--- config.mk ---
export PLATFORM = sky130hd
export DESIGN_NAME = sia_work_dispatch
export DESIGN_NICKNAME = d
export VERILOG_FILES = /design/src/rtl/sia_disp_pkg.sv /design/src/rtl/sia_sync_fifo.sv /design/src/rtl/sia_work_dispatch.sv
export SDC_FILE = /design/constraint.sdc
export NUM_CORES = 2
export LEC_CHECK = 0
export BUFFER_PORTS_ARGS = -buffer_cell sky130_fd_sc_hd__buf_4
export CAP_MARGIN = 5
export CORE_AREA = 2 2 589 591
export DETAILED_ROUTE_END_ITERATION = 12
export DIE_AREA = 0 0 591 593
export PLACE_DENSITY = 0.69
export SYNTH_ARGS = -nofsm -noshare
export SYNTH_HDL_FRONTEND = slang
export SYNTH_HIERARCHICAL = 1
export SYNTH_SLANG_ARGS = --single-unit
export TNS_END_PERCENT = 50
--- constraint.sdc ---
create_clock -name clk -period 25.8 [get_ports clk]
set_input_delay 0 -clock clk [delete_from_list [all_inputs] [get_ports clk]]
set_output_delay 0 -clock clk [all_outputs]
set_load 0.005 [all_outputs]
--- src/rtl/sia_disp_pkg.sv ---
// Shared types and widths for the siacore work dispatcher; SIA_DISP_STATS_EN adds a busy-cycle field.
package sia_disp_pkg;

    localparam int WORK_W    = 640;
    localparam int TGT_W     = 64;
    localparam int NONCE_W   = 32;
    localparam int ID_W      = 8;
    localparam int NONCE_LSB = 256;

    typedef enum logic [1:0] {
        ST_IDLE,
        ST_ISSUE,
        ST_RUN,
        ST_DONE
    } state_t;

    typedef struct packed {
        logic [WORK_W-1:0] work;
        logic [TGT_W-1:0]  target;
        logic [ID_W-1:0]   id;
    } job_t;

    typedef struct packed {
        logic [ID_W-1:0]    id;
        logic [NONCE_W-1:0] nonce;
        logic               timeout;
`ifdef SIA_DISP_STATS_EN
        logic [31:0]        busy_cycles;
`endif
    } res_t;

endpackage

--- src/rtl/sia_sync_fifo.sv ---
// Generic synchronous FIFO, head visible combinationally; one-cycle push-to-visible latency.
// No internal guarding: caller must not push when full (unless popping) nor pop when empty.
module sia_sync_fifo #(
    parameter int WIDTH = 8,
    parameter int DEPTH = 4
) (
    input  logic             clk,
    input  logic             rst_n,
    input  logic             push,
    input  logic [WIDTH-1:0] wdata,
    input  logic             pop,
    output logic [WIDTH-1:0] rdata,
    output logic             full,
    output logic             empty
);

    localparam int AW = $clog2(DEPTH);

    logic [AW:0]      wr_ptr;
    logic [AW:0]      rd_ptr;
    logic [WIDTH-1:0] mem [DEPTH];

    always_ff @(posedge clk or negedge rst_n) begin
        if (!rst_n) begin
            wr_ptr <= '0;
            rd_ptr <= '0;
        end else begin
            if (push) wr_ptr <= wr_ptr + 1'b1;
            if (pop)  rd_ptr <= rd_ptr + 1'b1;
        end
    end

    always_ff @(posedge clk) begin
        if (push) mem[wr_ptr[AW-1:0]] <= wdata;
    end

    // Extra pointer MSB distinguishes full from empty when the indices match.
    assign full  = (wr_ptr[AW] != rd_ptr[AW]) && (wr_ptr[AW-1:0] == rd_ptr[AW-1:0]);
    assign empty = (wr_ptr == rd_ptr);
    assign rdata = mem[rd_ptr[AW-1:0]];

endmodule

--- src/rtl/sia_work_dispatch.sv ---
// Queues host jobs, issues one at a time to siacore and returns tagged results; push-to-issue 2 cycles.
// Full result FIFO holds the FSM in DONE (no new issue); optional stats via SIA_DISP_STATS_EN.
module sia_work_dispatch
    import sia_disp_pkg::*;
#(
    parameter int          JOB_DEPTH = 4,
    parameter int          RES_DEPTH = 4,
    parameter logic [31:0] TIMEOUT   = 32'd100000
) (
    input  logic               clk,
    input  logic               rst_n,
    input  logic               job_valid,
    output logic               job_ready,
    input  logic [WORK_W-1:0]  job_work,
    input  logic [TGT_W-1:0]   job_target,
    input  logic [ID_W-1:0]    job_id,
    output logic [WORK_W-1:0]  core_work,
    output logic [TGT_W-1:0]   core_target,
    output logic               core_valid,
    input  logic               core_found,
    input  logic [NONCE_W-1:0] core_nonce,
    input  logic               core_busy,
    output logic               res_valid,
    input  logic               res_ready,
    output logic [ID_W-1:0]    res_id,
    output logic [NONCE_W-1:0] res_nonce,
    output logic               res_timeout,
    output logic               idle
`ifdef SIA_DISP_STATS_EN
    ,
    output logic [31:0]        res_busy_cycles,
    output logic [15:0]        tot_found
`endif
);

    state_t      state, state_nxt;
    job_t        job_in, job_head;
    res_t        rec, res_head;
    logic        job_push, job_pop, job_full, job_empty;
    logic        res_push, res_pop, res_full, res_empty;
    logic [ID_W-1:0] cur_id;
    logic [31:0] timer;
    logic        run_timeout;

    assign job_in    = '{work: job_work, target: job_target, id: job_id};
    assign job_ready = !job_full;
    assign job_push  = job_valid && job_ready;

    sia_sync_fifo #(.WIDTH($bits(job_t)), .DEPTH(JOB_DEPTH)) u_job_fifo (
        .clk   (clk),
        .rst_n (rst_n),
        .push  (job_push),
        .wdata (job_in),
        .pop   (job_pop),
        .rdata (job_head),
        .full  (job_full),
        .empty (job_empty)
    );

    assign res_valid = !res_empty;
    assign res_pop   = res_valid && res_ready;

    sia_sync_fifo #(.WIDTH($bits(res_t)), .DEPTH(RES_DEPTH)) u_res_fifo (
        .clk   (clk),
        .rst_n (rst_n),
        .push  (res_push),
        .wdata (rec),
        .pop   (res_pop),
        .rdata (res_head),
        .full  (res_full),
        .empty (res_empty)
    );

    // Head is gated so an empty FIFO presents zeros rather than stale storage.
    assign res_id      = res_valid ? res_head.id      : '0;
    assign res_nonce   = res_valid ? res_head.nonce   : '0;
    assign res_timeout = res_valid ? res_head.timeout : 1'b0;
    assign idle        = (state == ST_IDLE) && job_empty;
    assign run_timeout = (timer == TIMEOUT - 32'd1);

    always_ff @(posedge clk or negedge rst_n) begin
        if (!rst_n) state <= ST_IDLE;
        else        state <= state_nxt;
    end

    always_comb begin
        state_nxt  = state;
        job_pop    = 1'b0;
        res_push   = 1'b0;
        core_valid = 1'b0;
        case (state)
            ST_IDLE: begin
                if (!job_empty) begin
                    job_pop   = 1'b1;
                    state_nxt = ST_ISSUE;
                end
            end
            ST_ISSUE: begin
                core_valid = 1'b1;
                state_nxt  = ST_RUN;
            end
            ST_RUN: begin
                if (core_found || run_timeout) state_nxt = ST_DONE;
            end
            ST_DONE: begin
                // A simultaneous pop frees a slot even when full.
                if (!res_full || res_pop) begin
                    res_push  = 1'b1;
                    state_nxt = ST_IDLE;
                end
            end
            default: state_nxt = ST_IDLE;
        endcase
    end

    always_ff @(posedge clk or negedge rst_n) begin
        if (!rst_n) begin
            core_work   <= '0;
            core_target <= '0;
            cur_id      <= '0;
            timer       <= '0;
            rec.id      <= '0;
            rec.nonce   <= '0;
            rec.timeout <= 1'b0;
        end else begin
            if (job_pop) begin
                core_work   <= job_head.work;
                core_target <= job_head.target;
                cur_id      <= job_head.id;
            end
            if (state == ST_ISSUE)    timer <= '0;
            else if (state == ST_RUN) timer <= timer + 32'd1;
            if (state == ST_RUN) begin
                if (core_found) begin
                    rec.id      <= cur_id;
                    rec.nonce   <= core_nonce;
                    rec.timeout <= 1'b0;
                end else if (run_timeout) begin
                    rec.id      <= cur_id;
                    rec.nonce   <= '0;
                    rec.timeout <= 1'b1;
                end
            end
        end
    end

`ifdef SIA_DISP_STATS_EN
    logic [31:0] busy_cnt, busy_nxt;

    assign busy_nxt        = (core_busy && busy_cnt != 32'hFFFF_FFFF) ? busy_cnt + 32'd1 : busy_cnt;
    assign res_busy_cycles = res_valid ? res_head.busy_cycles : '0;

    always_ff @(posedge clk or negedge rst_n) begin
        if (!rst_n) begin
            busy_cnt        <= '0;
            rec.busy_cycles <= '0;
            tot_found       <= '0;
        end else begin
            if (state == ST_ISSUE)    busy_cnt <= {31'b0, core_busy};
            else if (state == ST_RUN) busy_cnt <= busy_nxt;
            if (state == ST_RUN && (core_found || run_timeout)) rec.busy_cycles <= busy_nxt;
            if (res_push && !rec.timeout) tot_found <= tot_found + 16'd1;
        end
    end
`else
    logic unused_busy;
    assign unused_busy = core_busy;
`endif

endmodule

==> impl_metrics.yaml <==
sta:
  finClkSkew_ps: 101.0
  max_freq_mhz: 122.3
  rsz0062_at_grt: "no"
  fin_setup_tns_ps: 0
  period_share: 0.3170
  max_slew_margin: 0.2475
  fin_crit_ps: 8179
  maxSlewViolCount: 0
  setup_viol: 0
  hold_viol: 0
  worstMarginPinSlew_ps: 1129
setup_path:
  crit_required_ps: 26340
  r2r_setup_slack_ps: 17620
  path_max_fanout: 64
  crit_type: "register to register"
  arrival_ps: 8720
  endpoint: "u_job_fifo/mem[1][535]$_DFFE_PP_"
  worst_r2r_path_depth: 10
  crit_path_end_kind: "register"
  r2r-start: "u_job_fifo/rd_ptr[1]$_DFFE_PN0P_"
  startpoint: "u_job_fifo/rd_ptr[1]$_DFFE_PN0P_"
  r2r-end: "u_job_fifo/mem[1][535]$_DFFE_PP_"
  start_kind: "register"
global_route:
  grt_pass1_vias: 76810
  grt_overflow: 0
  antenna_found_initial: 155
  grt_usage: 0.2137
  grt_pass1_wl_mm: 546.4
  grt_max_degree: 128
clock_network:
  cts_buffer_depth: 4
  cts.clk_slew.worst_paths_ps: 60
  cts_setup_buffers: 0
  root_buffer: "clkbuf_16"
  tritoncts: "done"
  cts_num_sinks: 3811
  htree_levels: 5
  numCtsBuffers: 381
  clk_latency_ps: 960
logic_synthesis:
  ys_seq_elements: 3811
  synth_nets: 6599
  synth_top_family_by_area: "multiplexers"
  ys_async_sr_fraction: 0.2097
  synthXorXnorAreaFrac: 0.002516
  synth_flop_cell: "edfxtp_1"
  ys_top_cells_by_area: "edfxtp_1 (65%), dfrtp_1 (14%), mux4_2 (12%), mux2_2 (5.8%), buf_6 (0.44%)"
  synth_edf_count: 3012
  synth_cell_type_count: 43
  yosys.cell_count.top_type: "edfxtp_1"
  synth-simple-area-share: 0.006695
  synth_top_area_frac: 0.6497
  synth_fa_ha_area_frac: 0.001438
  synth_area_per_cell_um2: 23.87
  syn_inst: 5833
  yosysTopAreaCell: "edfxtp_1"
  synth_compound_gate_area_share: 0.002687
  yosys_warnings: 6
  synthesis.area_um2: 139200
  muxShareOfSynthArea: 0.1808
  ys_seq_area_frac: 0.7933
  synth_top_cells_by_count: "edfxtp_1 (3,012), dfrtp_1 (799), mux4_2 (750)"
cells_and_area:
  nets: 9852
  areaGrowthSynthToFinish_pct: 31.93
  stdcell_area_um2: 183700
  drive_above_1_share: 0.3891
floorplanning:
  coreArea_um2: 344600
  die_h_um: 593
  num_rows: 216
  start_util: 0.4040
  die_w_um: 591
  dieArea_um2: 350500
  pin_count: 1499
routing:
  antenna_left: 0
  wl_per_cell_um: 27.32
  finalWirelength_mm: 384.7
  met3_length_mm: 35.26
  routed.top_layer: "met5"
  first_iter_violations: 6740
  first_pass_iters: 7
  vias: 73540
  wl_met1_mm: 145.3
  dr_wl_met2_mm: 184.0
  drc: 0
  viasPerCell: 5.222
power:
  leakage_nw: 65.79
  power_mw: 21.66
  ir_drop_mv: 0.09907
  power_density_nw_per_um2: 118.0
placement:
  hpwl_mm: 244.5
  placed_area_um2: 155500
  gp_congestion: 0.8304
  io_buffer_count: 1497
run_status:
  status: "finished clean"
run:
  max_cap_violations: 0
hold_path:
  hold_start: "job_work[634]"
  hp-class: "input port to register"
## logic make-up after synthesis
family	Yosys count
DFF	3811
muxes	1478
buffers and inverters	280
AOI/OAI and AO/OA	48
xor gates and xnor gates	40
and+or+nand+nor	160
adders and majority gates	16
## area by class of cell
cell class | count | area [um^2]
fillers | 25810 | 160900
flip-flops and latches | 3811 | 110500
repair buffers | 3135 | 27500
multi-input cells | 1742 | 27060
clock buffers | 550 | 10720
well taps | 4578 | 5728
clock inverters | 163 | 1942
diodes | 87 | 217.7
inverters | 15 | 56.30
## sequential cells by signal, indices dropped and copies added, names as in the netlist
register	count
u_job_fifo/mem	2848
timer	32
u_res_fifo/wr_ptr	3
cur_id	8
core_work	640
rec	41
state	2
u_res_fifo/mem	164
core_target	64
u_job_fifo/rd_ptr	3
u_res_fifo/rd_ptr	3
u_job_fifo/wr_ptr	3
## what timing repair did
| action | 4_1_cts | 5_1_grt |
|---|---|---|
| hold buffers | 1528 | 0 |
| gates resized for setup | 0 | 0 |
| hold endpoints to repair | 3158 | 0 |
## layer usage
layer | up-vias | global-route usage
met5 | - | 0
met4 | 122 | 0.09687
met3 | 854 | 0.06772
met2 | 3037 | 0.3432
met1 | 38800 | 0.2660
li1 | 30730 | -
## stage by stage
step                        util  hold slack [ps]  instances  setup WS (ps)
final                     0.5330            73.23      14080          17620
after floorplan                -           -295.6       5833           7079
after global placement    0.4512            29.92      11750          17510
after global routing      0.5327            28.76      14040          17130
after detailed placement  0.4512            24.15      11750          17450
after CTS                 0.5324            1.793      13990          17450
## placed cells by master (no fill, tap or decap), types with 33 or more instances in the layout
cell type and count:
nor2_1 33, clkinv_1 39, dfrtp_1 796, edfxtp_1 3012
clkbuf_8 51, mux2_2 717, clkinv_2 53, diode_2 87
dlygate4sd3_1 1527, clkbuf_1 116, mux4_2 750, clkbuf_16 383
buf_4 1597, nor2b_1 42
## worst min-delay path by stage
stage / depth (start not counted) / slack (ps) / to
after floorplan: 0 / -300 / core_target[0]$_DFFE_PN0P_
after global placement: 1 / 30 / core_work[252]$_DFFE_PN0P_
after detailed placement: 1 / 20 / core_work[252]$_DFFE_PN0P_
after CTS: 2 / 2 / u_job_fifo/mem[1][706]$_DFFE_PP_
after global routing: 2 / 30 / u_job_fifo/mem[0][689]$_DFFE_PP_
final: 2 / 70 / u_job_fifo/mem[1][706]$_DFFE_PP_
## worst max-delay path, cell delays in order (launching register included)
cell,delay (ps)
dfrtp_4,730
xor2_1,260
nor3_1,120
nor2b_1,430
and2_4,820
buf_4,930
buf_4,780
buf_4,870
buf_4,760
buf_4,900
buf_4,790
## power breakdown
part | total, mW | internal [mW] | switching (mW) | leakage, nW
clock | 5.55 | 3.18 | 2.37 | 6.13
combinational | 6.89 | 3.39 | 3.49 | 22.6
sequential | 9.23 | 8.54 | 0.689 | 37.1
Power figures use the tool's default switching activity.
